**config.mk**
```make
export PLATFORM = sky130hd
export DESIGN_NAME = cache_refill_ctrl
export DESIGN_NICKNAME = d
export VERILOG_FILES = /design/src/rtl/cache_pkg.sv /design/src/rtl/cache_refill_ctrl.sv
export SDC_FILE = /design/constraint.sdc
export NUM_CORES = 1
export LEC_CHECK = 0
export BUFFER_PORTS_ARGS = -buffer_cell sky130_fd_sc_hd__buf_2
export CAP_MARGIN = 20
export CORE_MARGIN = 4
export CORE_UTILIZATION = 30
export CTS_CLUSTER_SIZE = 20
export DETAILED_ROUTE_END_ITERATION = 10
export GPL_ROUTABILITY_DRIVEN = 0
export HOLD_SLACK_MARGIN = 0.05
export PLACE_DENSITY_LB_ADDON = 0.2
export RECOVER_POWER = 50
export SLEW_MARGIN = 20
export SYNTH_ARGS = -nofsm -noshare
export SYNTH_HDL_FRONTEND = slang
export SYNTH_SLANG_ARGS = --single-unit
```
**constraint.sdc**
```tcl
create_clock -name CLK -period 2.05 [get_ports CLK]
set_clock_uncertainty 0.05 [all_clocks]
set_input_delay 0.205 -clock CLK [delete_from_list [all_inputs] [get_ports CLK]]
set_output_delay 0.205 -clock CLK [all_outputs]
set_load 0.03 [all_outputs]
```
**src/rtl/cache_pkg.sv**
```systemverilog
// cache_pkg: shared types and constants for the cache refill sequencer
package cache_pkg;
    typedef enum logic [1:0] {IDLE, FILL, WRITE, DONE} state_t;
    localparam logic OWNER_I = 1'b0;
    localparam logic OWNER_D = 1'b1;
    localparam int WORD_BYTES = 4;
    function automatic int line_off_w(input int words);
        return $clog2(words * WORD_BYTES);
    endfunction
endpackage

```
**src/rtl/cache_refill_ctrl.sv**
```systemverilog
// cache_refill_ctrl: round-robin I/D miss sequencer driving a single memory port
module cache_refill_ctrl import cache_pkg::*; #(
    parameter int WORDS_PER_LINE = 4,
    parameter int ADDR_W = 32,
    parameter int DATA_W = 32
) (
    input  logic              CLK,
    input  logic              CLR,
    input  logic              i_req,
    input  logic [ADDR_W-1:0] i_addr,
    input  logic              d_req,
    input  logic              d_we,
    input  logic [ADDR_W-1:0] d_addr,
    input  logic [DATA_W-1:0] d_wdata,
    output logic [ADDR_W-1:0] mem_addr,
    output logic              mem_rd,
    output logic              mem_wr,
    output logic [DATA_W-1:0] mem_wdata,
    input  logic              mem_ready,
    input  logic [DATA_W-1:0] mem_rdata,
    output logic              fill_we,
    output logic              fill_sel,
    output logic [ADDR_W-1:0] fill_addr,
    output logic [DATA_W-1:0] fill_data,
    output logic              i_done,
    output logic              d_done,
    output logic              busy
);
    localparam int OFF_W = line_off_w(WORDS_PER_LINE);
    localparam int BEAT_W = $clog2(WORDS_PER_LINE);
    localparam logic [ADDR_W-1:0] LINE_MASK = ~ADDR_W'((64'd1 << OFF_W) - 64'd1);
    localparam logic [ADDR_W-1:0] WORD_MASK = ~ADDR_W'(WORD_BYTES - 1);
    state_t state;
    logic owner, last_grant;
    logic [ADDR_W-1:0] base;
    logic [DATA_W-1:0] wdata;
    logic [BEAT_W-1:0] beat;
    logic pick_d, req_store;
    logic [ADDR_W-1:0] req_addr;
    // D wins only when I is idle or I had the previous grant
    assign pick_d = d_req & (~i_req | (last_grant == OWNER_I));
    assign req_addr = pick_d ? d_addr : i_addr;
    assign req_store = pick_d & d_we;
    always_ff @(posedge CLK) begin
        if (CLR) begin
            state <= IDLE;
            last_grant <= OWNER_D;
            owner <= OWNER_I;
            base <= '0;
            wdata <= '0;
            beat <= '0;
        end else begin
            case (state)
                IDLE: if (i_req | d_req) begin
                    owner <= pick_d;
                    base <= req_addr & (req_store ? WORD_MASK : LINE_MASK);
                    wdata <= d_wdata;
                    beat <= '0;
                    state <= req_store ? WRITE : FILL;
                end
                FILL: if (mem_ready) begin
                    beat <= beat + 1'b1;
                    if (beat == BEAT_W'(WORDS_PER_LINE - 1)) state <= DONE;
                end
                WRITE: if (mem_ready) state <= DONE;
                DONE: begin
                    last_grant <= owner;
                    state <= IDLE;
                end
                default: state <= IDLE;
            endcase
        end
    end
    // base is line aligned, so OR-ing the beat offset never carries out of the line
    assign mem_rd = state == FILL;
    assign mem_wr = state == WRITE;
    assign mem_addr = mem_rd ? (base | ADDR_W'({beat, 2'b00})) : mem_wr ? base : '0;
    assign mem_wdata = mem_wr ? wdata : '0;
    assign fill_we = mem_rd & mem_ready;
    assign fill_sel = mem_rd & owner;
    assign fill_addr = mem_addr;
    assign fill_data = mem_rdata;
    assign i_done = (state == DONE) & (owner == OWNER_I);
    assign d_done = (state == DONE) & (owner == OWNER_D);
    assign busy = state != IDLE;
endmodule

```
Word level (Yosys, flattened, before mapping)
Cells that the tools add are included.
{"block": "op_classes", "add_sub_neg": 1, "n_eq_ne": 8, "n_mux": 14, "bitwise": 13, "n_reduce_logical": 6}
{"op": "32-bit two-way mux", "n": 4}
{"op": "32-bit AND", "n": 1}
{"op": "32-bit by 4-bit OR with 32-bit output", "n": 1}
{"op": "2-bit two-way mux", "n": 7}
{"op": "2-bit case mux with 4 select lines", "n": 1}
{"op": "1-bit AND", "n": 6}
{"op": "2-bit == test, second input constant", "n": 3}
{"op": "2-bit by 1-bit inequality test with 1-bit output, second input constant", "n": 3}
{"op": "4-bit two-way mux", "n": 1}
{"op": "2-bit case mux with 2 select lines", "n": 1}
{"op": "4-bit AND reduction", "n": 1}
{"op": "2-bit nonzero test", "n": 2}
{"op": "1-bit inverter", "n": 3}
{"op": "3-bit AND reduction", "n": 1}
{"op": "2-bit by 1-bit adder with 2-bit output, second input constant", "n": 1}
{"op": "2-bit by 1-bit == test with 1-bit output, second input constant", "n": 1}
{"op": "2-bit zero test", "n": 1}
{"op": "2-bit inequality test, second input constant", "n": 1}
{"op": "1-bit OR", "n": 2}
{"op": "2-bit AND reduction", "n": 1}
{"block": "totals", "regBits": 70, "output_inout_bits": 135, "word_cells": 48}

Depth between registers and ports, before layout
{"block": "logic_depth", "word_depth": 7, "mapped_depth": 9}

Least setup slack after synthesis
No wires, ideal clock.
{"block": "synth_timing", "path_kind": "reg-to-output", "start": "register state[0]", "end": "output port mem_addr[23]", "t_arrival_ps": 1949, "required_time_ps": 1795, "path_slack_ps": -154, "path_stages_with_launch": 7, "n_path_buf": 2, "path_cell_list": "dfxtp_1 inv_1 ha_1 nor2_1 clkbuf_1 nor2b_1 buf_4"}
{"block": "synth_between", "elab_chain_len": 3, "word_cells_on_any_way": 4, "cone_classes": "2 x eq/ne; 2 x mux"}
{"item": "start: declaration", "line": "cache_refill_ctrl.sv:33", "rtl": "state_t state;"}
{"item": "start signal: assignment", "line": "cache_refill_ctrl.sv:59", "rtl": "state <= req_store ? WRITE : FILL;"}
{"item": "2-bit == test", "line": "cache_refill_ctrl.sv:76", "rtl": "assign mem_wr = state == WRITE;"}
{"item": "via mem_wr", "line": "cache_refill_ctrl.sv:17", "rtl": "output logic mem_wr,"}
{"item": "32-bit two-way mux (2 in a row)", "line": "cache_refill_ctrl.sv:77", "rtl": "assign mem_addr = mem_rd ? (base | ADDR_W'({beat, 2'b00})) : mem_wr ? base : '0;"}
{"item": "end: declaration", "line": "cache_refill_ctrl.sv:15", "rtl": "output logic [ADDR_W-1:0] mem_addr,"}
The timed path passes the listed nets, and every way through them passes these cells.

Worst setup path after layout
{"block": "layout_timing", "start": "register state[1]", "end": "output port mem_addr[24]"}
{"block": "layout_between", "elab_chain_len": 3, "word_cells_on_any_way": 4, "cone_classes": "2 x eq/ne; 2 x mux"}
{"item": "2-bit == test", "line": "cache_refill_ctrl.sv:76"}
{"item": "32-bit two-way mux", "line": "cache_refill_ctrl.sv:77"}
{"item": "32-bit two-way mux (*)", "line": "cache_refill_ctrl.sv:77"}
Every way passes the cells marked *; elsewhere a longest branch is shown, timed or not.

==> flow_metrics.py <==
metrics = {
    "final_layout": {
        "multi_input_area_sq_um": 1820,
        "fin_util_pct": 38.2,
        "area_growth_pct": 25.0,
        "num-fill-cells": 1373,
        "drive_above_1_share_pct": 38.0,
        "final_nets": 752,
        "seq_area_sq_um": 1360,
        "n_antenna_cell": 0,
    },
    "critical_path": {
        "r2r-start": "state[1]",
        "cp_data_required_time_ps": 1790,
        "reg2reg_to": "state[0]",
        "r2r_slack_ps": 160,
        "critical_path_arrival_ps": 1680,
        "crit_type": "reg2out",
        "endpoint": "mem_addr[24]",
        "startpoint_type": "flop",
        "endpoint_kind": "output port",
        "reg2reg_depth": 5,
        "crit_path_max_fanout": 7,
        "startpoint": "state[1]",
    },
    "global_routing": {
        "grt_max_degree": 44,
        "grt_pass1_vias": 3305,
        "grt_overflow": 0,
        "grt_pass1_wl_um": 16200,
        "global_route.usage.total_pct": 13.9,
        "antenna_found_initial": 0,
    },
    "clock_tree": {
        "post_cts_buffers": 0,
        "clk_transition_reported_paths_ps": 50,
        "cts_hold_buffers": 0,
        "clockBufferDepth": 2,
        "cts_buffers": 9,
        "clock-sinks": 68,
        "clkLatencyLatePin_ps": 320,
        "htreeDepth": 3,
        "cts_tree": "built",
        "root_buffer": "clkbuf_16",
    },
    "routing": {
        "drc": 0,
        "wl_per_cell_um": 13.4,
        "dr.pass1.iters": 4,
        "vias": 3497,
        "drt_iter0_drc": 166,
        "routed_wl_um": 10500,
        "routed_via_density": 4.44,
        "detail-route-antenna-nets": 0,
    },
    "timing": {
        "grt_setup_unrepaired": "no",
        "fin_crit_ps": 1940,
        "worst_slack_ps": 114,
        "setup_viol": 0,
        "fin_crit_sh_pct": 94.5,
        "max_freq_mhz": 516,
        "holdWs_ps": 65.9,
        "maxSlewViolCount": 0,
        "final_hold_viol_count": 0,
    },
    "pwr": {
        "vdd_drop_max_mv": 0.535,
        "p_per_area_nw_per_um2": 1400,
        "total_power_mw": 6.74,
        "power_leakage_nw": 2.31,
    },
    "logic_synthesis": {
        "ys_seq_elements": 68,
        "synthArstFlopShare_pct": 0,
        "synth-edff-count": 0,
        "ys.warnings.count": 0,
        "synthCells": 492,
        "synth-seq-area-share_pct": 35.3,
        "synth_cell_types": 37,
        "synth_area_sq_um": 3850,
        "ys.flop_type": "dfxtp_1",
        "avgSynthCellArea_sq_um": 7.83,
    },
    "floorplan": {
        "die_height_um": 121,
        "dieArea_sq_um": 14700,
        "rows": 41,
        "die_x_um": 121,
        "initial_core_util_pct": 30.5,
        "io_pins": 269,
        "fp.coreArea_sq_um": 12600,
    },
    "placed_design": {
        "numPortBuffers": 194,
        "dp_slack_ps": 210,
        "dp_hpwl_um": 7760,
    },
    "worst_hold_path": {
        "hp-class": "in2reg",
    },
    "run": {
        "drv_cap": 0,
    },
    "status": {
        "outcome": "complete, no violations",
    },
}
[worst min path at each step]
stage                          to  slack, ps          start  cells after the start
finish                  wdata[18]         70    d_wdata[18]                      3
global route             wdata[0]         60     d_wdata[0]                      3
CTS                     wdata[18]         60    d_wdata[18]                      3
floorplan                wdata[0]        290     d_wdata[0]                      2
detailed placement  fill_data[16]        360  mem_rdata[16]                      0
global placement    fill_data[16]        360  mem_rdata[16]                      0
[repair_timing]
action,CTS,global route
hold endpoints to repair,0,0
gates resized for setup,1,14
endpoints found under the setup margin,12,60
[worst max-delay path, cell delays in order (launching register included)]
cell and delay [ps]:
dfxtp_1 330, inv_1 180, ha_4 210, nor2_4 60
buf_4 160, nor2b_1 190, buf_2 240
[routing by layer]
layer	global-route usage, %	vias up	share of wire, %
met5	0	-	0
met4	4.69	0	1.3
met3	5.17	10	9.7
met2	22.2	159	46
met1	17.1	1556	43
li1	-	1772	-
[layout make-up]
| type | count | share of cell area (%) |
|---|---|---|
| clock buffer | 14 | 5.90 |
| clock inverter | 1 | 0.104 |
| inverter | 4 | 0.312 |
| multi-input combinational | 323 | 37.8 |
| sequential | 68 | 28.3 |
| tap | 172 | 4.47 |
| timing repair buffer | 205 | 23.1 |
[synthesized netlist by cell type (2+ instances only)]
cell / instances / area share (%)
buf_6: 7 / 2.0
o21ai_0: 2 / 0.26
o21bai_1: 2 / 0.39
inv_1: 4 / 0.39
nor2_1: 34 / 3.3
nand2_1: 124 / 12
buf_2: 7 / 0.91
a21oi_1: 38 / 4.9
a311oi_2: 10 / 3.9
clkbuf_1: 14 / 1.4
dfxtp_1: 68 / 35
nand4_1: 2 / 0.32
buf_4: 71 / 14
ha_1: 7 / 2.3
a311oi_1: 18 / 4.1
and2_1: 36 / 5.8
nor2b_1: 28 / 4.5
[state kept, by name, indices dropped and copies added (netlist names)]
name / count
wdata: 32
base: 30
beat: 2
state: 2
last_grant: 1
owner: 1
[per-stage QoR]
stage / instance area, sq um / cells / setup TNS, ps
final: 4810 / 787 / 0
after global routing: 4810 / 787 / 0
after CTS: 4790 / 787 / -22.1
after detailed placement: 4500 / 772 / 0
after global placement: 4500 / 772 / 0
after floorplan: 3860 / 495 / -4560
[where the power goes]
| group | total [mW] | switching, mW | leakage (nW) | internal [mW] |
|---|---|---|---|---|
| logic | 3.37 | 2.23 | 1.61 | 1.13 |
| registers | 1.90 | 0.184 | 0.562 | 1.72 |
| clock network | 1.47 | 0.529 | 0.145 | 0.942 |
[logic make-up (layout without fill, tap and decap cells)]
| kind of cell | after synthesis | after routing | synth area share (%) |
|---|---|---|---|
| compound gates | 80 | 80 | 15.8 |
| fa+ha+maj | 7 | 7 | 2.27 |
| buf+inv | 104 | 224 | 18.6 |
| flops | 68 | 68 | 35.3 |
| mux | 2 | 2 | 0.552 |
| other cells | 1 | 4 | 0.0974 |
| simple gates | 230 | 230 | 27.3 |
[cell usage in the layout, fill, tap and decap left out, drive strengths merged]
cell / instances
nand4: 2
or3: 1
nor2b: 28
nand2: 124
or4b: 1
buf: 161
o31ai: 1
mux2: 1
a21bo: 1
conb: 4
a311o: 1
a22oi: 1
dfxtp: 68
clkbuf: 58
inv: 4
nand2b: 1
nor2: 34
mux2i: 1
a311oi: 28
and2: 36
clkinv: 1
a21boi: 2
a31oi: 1
a21oi: 38
ha: 7
o21a: 1
nor3b: 1
a211o: 1
nand3: 1
or3b: 1
o21bai: 2
o21ai: 3
(Power assumes the default switching activity.)
